$ cat config.mk
export PLATFORM = sky130hd
export DESIGN_NAME = mem_arbiter
export DESIGN_NICKNAME = d
export VERILOG_FILES = /design/src/rtl/mem_arbiter.sv
export SDC_FILE = /design/constraint.sdc
export NUM_CORES = 1
export LEC_CHECK = 0
export ABC_CLOCK_PERIOD_IN_PS = 1700
export CORE_UTILIZATION = 41
export DETAILED_ROUTE_END_ITERATION = 6
export GPL_TIMING_DRIVEN = 0
export PLACE_DENSITY = 0.81
export SKIP_LAST_GASP = 1
export SLEW_MARGIN = 20
export SYNTH_ARGS = -nofsm -noshare
export SYNTH_HDL_FRONTEND = slang
export SYNTH_SLANG_ARGS = --single-unit
export TNS_END_PERCENT = 20
$ cat constraint.sdc
create_clock -name clk -period 1.7 [get_ports clk]
set_clock_uncertainty 0.05 [all_clocks]
set_input_delay 0.34 -clock clk [delete_from_list [all_inputs] [get_ports clk]]
set_output_delay 0.34 -clock clk [all_outputs]
set_load 0.01 [all_outputs]
$ cat src/rtl/mem_arbiter.sv
// rtl/mem_arbiter.sv - two-port (fetch/data) arbiter onto one shared memory port with timeout
//
// Build option: define ARB_ROUND_ROBIN_EN for round-robin arbitration on
// simultaneous requests; otherwise the data port always wins contention.
//
// Ports:
//   clk, reset                       single clock, synchronous active-high reset
//   if_req, if_addr                  fetch request (held until if_ready)
//   if_rdata, if_ready               fetch response (one-cycle ready pulse)
//   d_req, d_we, d_addr, d_wdata     data request (held until d_ready)
//   d_rdata, d_ready                 data response (one-cycle ready pulse)
//   mem_req, mem_we, mem_addr,
//   mem_wdata                        shared memory request (held until mem_ack)
//   mem_rdata, mem_ack               shared memory response (ack is a pulse)
//   err                              one-cycle pulse when a request times out
module mem_arbiter #(
    parameter int ADDR_WIDTH = 32,
    parameter int DATA_WIDTH = 32,
    parameter int TIMEOUT    = 15
) (
    input  logic                  clk,
    input  logic                  reset,
    input  logic                  if_req,
    input  logic [ADDR_WIDTH-1:0] if_addr,
    output logic [DATA_WIDTH-1:0] if_rdata,
    output logic                  if_ready,
    input  logic                  d_req,
    input  logic                  d_we,
    input  logic [ADDR_WIDTH-1:0] d_addr,
    input  logic [DATA_WIDTH-1:0] d_wdata,
    output logic [DATA_WIDTH-1:0] d_rdata,
    output logic                  d_ready,
    output logic                  mem_req,
    output logic                  mem_we,
    output logic [ADDR_WIDTH-1:0] mem_addr,
    output logic [DATA_WIDTH-1:0] mem_wdata,
    input  logic [DATA_WIDTH-1:0] mem_rdata,
    input  logic                  mem_ack,
    output logic                  err
);

    typedef enum logic [1:0] {IDLE, BUSY, DONE} state_t;

    // Value of the BUSY-cycle counter during the last cycle allowed to wait.
    localparam logic [7:0] BUSY_LAST = 8'(TIMEOUT - 1);

    state_t     state;
    state_t     state_nxt;
    logic       grant_d;      // 1: current transaction belongs to the data port
    logic [7:0] busy_cnt;
    logic       pick_d;
    logic       timeout_hit;

`ifdef ARB_ROUND_ROBIN_EN
    // Port favoured on the next simultaneous request; only contention moves it.
    logic rr_d;

    always_comb pick_d = d_req & (~if_req | rr_d);

    always_ff @(posedge clk) begin
        if (reset) begin
            rr_d <= 1'b1;
        end else if (state == IDLE && if_req && d_req) begin
            rr_d <= ~rr_d;
        end
    end
`else
    always_comb pick_d = d_req;
`endif

    // An ack on the final allowed cycle wins over the timeout.
    always_comb timeout_hit = (state == BUSY) && !mem_ack && (busy_cnt == BUSY_LAST);

    always_ff @(posedge clk) begin
        if (reset) begin
            state <= IDLE;
        end else begin
            state <= state_nxt;
        end
    end

    always_comb begin
        state_nxt = state;
        case (state)
            IDLE:    if (if_req || d_req) state_nxt = BUSY;
            BUSY: begin
                if (mem_ack)          state_nxt = DONE;
                else if (timeout_hit) state_nxt = IDLE;
            end
            DONE:    state_nxt = IDLE;
            default: state_nxt = IDLE;
        endcase
    end

    always_comb begin
        mem_req  = (state == BUSY);
        if_ready = (state == DONE) && !grant_d;
        d_ready  = (state == DONE) && grant_d;
    end

    // Request capture, response capture, counter and error pulse.
    always_ff @(posedge clk) begin
        if (reset) begin
            grant_d   <= 1'b0;
            busy_cnt  <= '0;
            mem_we    <= 1'b0;
            mem_addr  <= '0;
            mem_wdata <= '0;
            if_rdata  <= '0;
            d_rdata   <= '0;
            err       <= 1'b0;
        end else begin
            err <= timeout_hit;
            if (state == IDLE && (if_req || d_req)) begin
                grant_d   <= pick_d;
                busy_cnt  <= '0;
                mem_addr  <= pick_d ? d_addr : if_addr;
                mem_we    <= pick_d & d_we;
                mem_wdata <= pick_d ? d_wdata : '0;
            end
            if (state == BUSY) begin
                busy_cnt <= busy_cnt + 8'd1;
                if (mem_ack) begin
                    if (grant_d) d_rdata  <= mem_rdata;
                    else         if_rdata <= mem_rdata;
                end
            end
        end
    end

endmodule

==> results of run 1 <==
## registers in the layout, summed over array words and instances, names as in the netlist
register and flops:
busy_cnt 8, d_rdata 32, err 1, grant_d 1, if_rdata 32, mem_addr 32
mem_wdata 32, mem_we 1, state 2
## path summary, 6_finish.rpt
kind	from	to	slack [ps]	cells past startpoint
max	mem_addr[30]$_SDFFE_PP0P_	mem_addr[30]	-20	1
min	reset	busy_cnt[7]$_SDFFE_PP0P_	340	3
max reg2reg	state[0]$_SDFFE_PP0P_	d_rdata[26]$_SDFFE_PP0P_	70	6
min reg2reg	d_rdata[10]$_SDFFE_PP0P_	d_rdata[10]$_SDFFE_PP0P_	400	2
## layout by cell type, fill, tap and decap left out, types with 2 or more instances in the layout
cell	instances
nand4b_1	2
nand2b_1	2
nand3_1	2
a311oi_1	2
or3_1	2
dlygate4sd2_1	9
o221ai_1	2
clkbuf_16	17
o21ai_0	26
inv_1	5
a211oi_1	32
dlymetal6s2s_1	16
bufinv_16	3
nand2_1	165
or2_1	2
clkinv_4	3
mux2i_1	32
nor2_4	2
ha_1	2
a21oi_1	137
dfxtp_1	141
clkdlybuf4s50_1	236
buf_6	4
nor3b_1	2
clkinv_2	3
buf_4	13
clkinvlp_4	4
buf_2	26
clkbuf_1	21
nor4_1	2
o21ai_1	10
o211ai_1	2
## metal layers
layer / share of wire / track usage / wire length [um] / vias to the layer above
li1: - / - / - / 2813
met1: 0.40 / 0.282 / 6980 / 2639
met2: 0.49 / 0.427 / 8560 / 249
met3: 0.083 / 0.0840 / 1450 / 31
met4: 0.023 / 0.101 / 407 / 0
met5: 0 / 0 / 0 / -
## cell families (layout without fill, tap and decap cells)
kind of cell,count (synthesis),count (layout)
buffers and inverters,65,365
AND/OR/NAND/NOR,192,192
adder cells (fa/ha/maj),2,2
flip-flops,141,141
multiplexers,33,33
AO/OA/AOI/OAI,216,216
## power groups by stage
stage | combinational [mW] | sequential (mW) | clock (mW)
floorplan | 0.557 | 3.74 | 0
global placement | 1.49 | 3.66 | 0
detailed placement | 1.50 | 3.67 | 0
CTS | 1.51 | 3.60 | 3.79
global route | 1.63 | 3.62 | 3.95
finish | 1.50 | 3.60 | 3.74
## area by class of cell
| class | instances | area (sq um) |
|---|---|---|
| buffer | 59 | 313 |
| multi-input combinational | 443 | 2400 |
| inverter | 6 | 25.0 |
| timing repair buffer | 268 | 2690 |
| clock inverter | 14 | 170 |
| tap | 176 | 220 |
| clock buffer | 18 | 429 |
| sequential | 141 | 2820 |
| fill | 1084 | 4120 |
## timing repair
| item | in CTS | in global routing |
|---|---|---|
| endpoints found under the setup margin | 61 | 159 |
| resized for setup | 25 | 20 |
| buffers inserted | 2 | 2 |
| endpoints found under the hold margin | 0 | 0 |
==> impl_metrics.json, run 1 <==
{
  "synth_xor_area_frac": 0,
  "switching_share": 0.252,
  "drcViolationCount": 0,
  "cpPeakStageDelay_ps": 550,
  "first_pass_iters": 5,
  "syn-instance-count": 649,
  "clock_path_buffers": 2,
  "worst-endpoint-required_ps": 1310,
  "synth_most_common_cell": "nand2_1",
  "grt_max_degree": 17,
  "pre_cts_ws_ps": -305,
  "synth_top_family_by_area": "compound AO/OA/AOI/OAI gates",
  "dpl_cell_area_sq_mm": 0.00841,
  "synthTopCellsByArea": "dfxtp_1 (51%), a21oi_1 (12%), nand2_1 (11%)",
  "leakagePower_nw": 3.60,
  "netlist_area_sq_mm": 0.00554,
  "vias": 5732,
  "violations": "negative setup slack",
  "finalNonFillerCells": 1125,
  "drt-total-wl_um": 17400,
  "cts_root_buf": "clkbuf_16",
  "crit_path_end_kind": "primary output",
  "critPathTopFamily": "buffers and inverters",
  "min_period_ps": 1720,
  "final_layout_size_suffix_gt1_frac": 0.0885,
  "diodes": 0,
  "clock-sinks": 141,
  "overflow": 0,
  "layout_setup_ws_ps": -21.1,
  "core_sq_mm": 0.0132,
  "critPathSlowestCell": "clkdlybuf4s50_1",
  "slew_viol_final": 0,
  "async_flop_share": 0,
  "numCtsBuffers": 17,
  "holdBufCountCts": 0,
  "cp-start-kind": "register",
  "p_per_area_mw_per_mm2": 975,
  "finalSetupTns_ps": -37.6,
  "fin_crit_sh": 1.01,
  "num_rows": 42,
  "total_power_mw": 8.84,
  "post_drt_wl_per_cell_um": 15.5,
  "synth_nets": 785,
  "fin_hold_ws_ps": 338,
  "place.gp.congestion": 0.834,
  "setup_violations": 5,
  "postRouteAntennaNets": 0,
  "ys_ff_latch": 141,
  "dpl.cell_count": 1089,
  "path_max_fanout": 2,
  "critPathBufInv": 1,
  "hp-class": "in -> reg",
  "synthSimpleGateAreaFrac": 0.150,
  "crit_arrival_ps": 1330,
  "postLayoutCellArea_sq_mm": 0.00907,
  "status": "finished, violations left",
  "yosysUniqueCellTypes": 43,
  "max_freq_mhz": 581,
  "insertion_delay_ps": 420,
  "synth_area_per_cell_sq_um": 8.54,
  "comb_power_share": 0.170,
  "yosysWarnings": 0,
  "path_clk_slew_ps": 60,
  "synthFlopType": "dfxtp_1",
  "cts_tree": "done",
  "synth_fa_ha_area_frac": 0.00451,
  "seq_power_share": 0.407,
  "area_delta_synth_final_pct": 63.6,
  "antenna_found_initial": 0,
  "worst_slew_pin_slew_ps": 618,
  "hold_viol": 0,
  "p_switching_mw": 2.23,
  "synth_compound_area_frac": 0.217,
  "synth_edf_count": 0,
  "critical_path_class": "reg -> out",
  "final_nets": 1072,
  "yosys.area.top_type": "dfxtp_1",
  "synth_common_cells": "nand2_1 (165), dfxtp_1 (141), a21oi_1 (137)",
  "rsz0062_at_grt": "true",
  "synthMuxAreaShare": 0.0598,
  "initial_utilization": 0.420,
  "cp_cell_sequence": "clkdlybuf4s50_1",
  "drt_iter0_drc": 359,
  "internal-power_mw": 6.61,
  "viasPerCell": 5.10,
  "fp.dieArea_sq_mm": 0.0140,
  "fp.dieW_um": 118,
  "clkPwrFrac": 0.423,
  "die_h_um": 118,
  "port_buffers": 264,
  "cts_max_level": 4,
  "synth-seq-area-share": 0.509,
  "grt_pass1_vias": 5518,
  "io_pins": 267,
  "grt_pass1_wl_um": 27300,
  "dp.final_hpwl_um": 12800,
  "ir_worst_vdd_v": 0.000613,
  "finalCoreUtilization": 0.688,
  "max-cap-violations": 0,
  "gr-usage-all-layers": 0.249,
  "synth.top_cell.area_share": 0.509,
  "relSlewSlack": 0.588
}
(Power assumes the default switching activity.)
==> inputs of run 2 (changes only) <==
--- a/config.mk
+++ b/config.mk
@@ -9,7 +9,7 @@
 export CORE_UTILIZATION = 41
 export DETAILED_ROUTE_END_ITERATION = 6
 export GPL_TIMING_DRIVEN = 0
-export PLACE_DENSITY = 0.81
+export PLACE_DENSITY = 0.82
 export SKIP_LAST_GASP = 1
 export SLEW_MARGIN = 20
 export SYNTH_ARGS = -nofsm -noshare
==> impl_metrics.json, run 2 (same netlist as run 1, synthesis figures left out) <==
{
  "status": "finished, violations left",
  "violations": "negative setup slack",
  "overflow": 0,
  "fp.dieArea_sq_mm": 0.0140,
  "clock-sinks": 141,
  "comb_power_share": 0.165,
  "hp-class": "in -> reg",
  "critical_path_class": "reg -> out",
  "hold_viol": 0,
  "fp.dieW_um": 118,
  "num_rows": 42,
  "clock_path_buffers": 2,
  "final_cell_mix": "clkdlybuf4s50_1 (232), nand2_1 (165), dfxtp_1 (141), a21oi_1 (137)",
  "die_h_um": 118,
  "use_met2": 0.454,
  "critPathBufInv": 1,
  "holdBufCountCts": 0,
  "total_power_mw": 9.06,
  "r2r_slack_ps": 90,
  "final_layout_size_suffix_gt1_frac": 0.0895,
  "grtUsageMet1": 0.277,
  "initial_utilization": 0.420,
  "cts_max_level": 4,
  "crit_path_start": "mem_wdata[1]$_SDFFE_PP0P_",
  "fin_hold_ws_ps": 335,
  "numCtsBuffers": 17,
  "hold_depth": 3,
  "gr-usage-all-layers": 0.255,
  "ir_worst_vdd_v": 0.000656,
  "area_delta_synth_final_pct": 64.4,
  "min_period_ps": 1720,
  "grt_max_degree": 17,
  "worst_slew_pin_slew_ps": 583,
  "grt_pass1_wl_um": 28200,
  "p_switching_mw": 2.18,
  "path_clk_slew_ps": 60,
  "post_drt_wl_per_cell_um": 15.5,
  "fin_crit_sh": 1.01,
  "crit_arrival_ps": 1330,
  "io_pins": 267,
  "layout_setup_ws_ps": -17.6,
  "drcViolationCount": 0,
  "internal-power_mw": 6.87,
  "p_per_area_mw_per_mm2": 994,
  "timing.rr.end": "busy_cnt[7]$_SDFFE_PP0P_",
  "max-cap-violations": 0,
  "r2r_start": "state[1]$_SDFFE_PP0P_",
  "dp.final_hpwl_um": 12800,
  "grtUsageMet3": 0.0753,
  "diodes": 0,
  "final_nets": 1073,
  "crit_end": "mem_wdata[1]",
  "drt_iter0_drc": 330,
  "dpl.cell_count": 1089,
  "switching_share": 0.241,
  "core_sq_mm": 0.0132,
  "top_usage_layer": "met2",
  "worst-endpoint-required_ps": 1310,
  "ff2ff_path_depth": 5,
  "cpPeakStageDelay_ps": 570,
  "port_buffers": 264,
  "setup_violations": 8,
  "critPathSlowestCell": "clkdlybuf4s50_1",
  "max_freq_mhz": 582,
  "slew_viol_final": 0,
  "cp_cell_sequence": "clkdlybuf4s50_1",
  "cp_num_cells": 1,
  "seq_power_share": 0.397,
  "grt_pass1_vias": 5697,
  "antenna_found_initial": 0,
  "leakagePower_nw": 3.69,
  "cts_tree": "done",
  "drt-total-wl_um": 17400,
  "layout_commonest_cell": "clkdlybuf4s50_1",
  "path_max_fanout": 2,
  "cts_root_buf": "clkbuf_16",
  "finalCoreUtilization": 0.691,
  "vias": 5782,
  "cp-start-kind": "register",
  "relSlewSlack": 0.612,
  "critPathTopFamily": "buffers and inverters",
  "crit_path_end_kind": "primary output",
  "first_pass_iters": 5,
  "viasPerCell": 5.13,
  "pre_cts_ws_ps": -296,
  "clkPwrFrac": 0.438,
  "place.gp.congestion": 0.814,
  "finalNonFillerCells": 1126,
  "hp-start": "reset",
  "insertion_delay_ps": 420,
  "postRouteAntennaNets": 0,
  "rsz0062_at_grt": "true"
}
-- run 2: power groups by stage --
stage               Clock, mW  Combinational, mW  Sequential, mW
CTS                      4.01               1.51            3.60
global placement            0               1.48            3.66
detailed placement          0               1.49            3.67
finish                   3.97               1.49            3.60
global route             4.17               1.62            3.62
floorplan                   0              0.557            3.74
-- run 2: worst min path at each step --
stage                                      to  slack, ps
global placement    if_rdata[30]$_SDFFE_PP0P_        390
CTS                  busy_cnt[7]$_SDFFE_PP0P_        340
finish               busy_cnt[7]$_SDFFE_PP0P_        340
global route        mem_addr[31]$_SDFFE_PP0P_        360
detailed placement   if_rdata[1]$_SDFFE_PP0P_        400
floorplan                      err$_SDFF_PP0_        370
-- run 2: cell type report --
| cell class | count | area, sq um |
|---|---|---|
| clock inverters | 10 | 159 |
| plain buffers | 58 | 300 |
| well taps | 176 | 220 |
| fillers | 1065 | 4080 |
| flip-flops and latches | 141 | 2820 |
| clock buffers | 22 | 474 |
| multi-input cells | 443 | 2390 |
| inverters | 6 | 27.5 |
| repair buffers | 270 | 2720 |
-- run 2: metrics by stage --
step,cell area [sq um],setup TNS (ps)
after floorplan,5540,0
after global placement,8410,-23290
after detailed placement,8410,-21400
after CTS,9050,-594
after global routing,9110,-2070
final,9110,-36.9
-- run 2: timing repair --
item | 4_1_cts | 5_1_grt
setup buffers | 3 | 3
endpoints found under the hold margin | 0 | 0
gates resized for setup | 25 | 25
endpoints found under the setup margin | 60 | 132
pin swaps | 0 | 0
-- run 2: metal layers --
layer | share of wire | wire length, um | up-vias
li1 | - | - | 2817
met1 | 0.40 | 6950 | 2652
met2 | 0.49 | 8610 | 264
met3 | 0.076 | 1320 | 49
met4 | 0.032 | 555 | 0
met5 | 0 | 0 | -
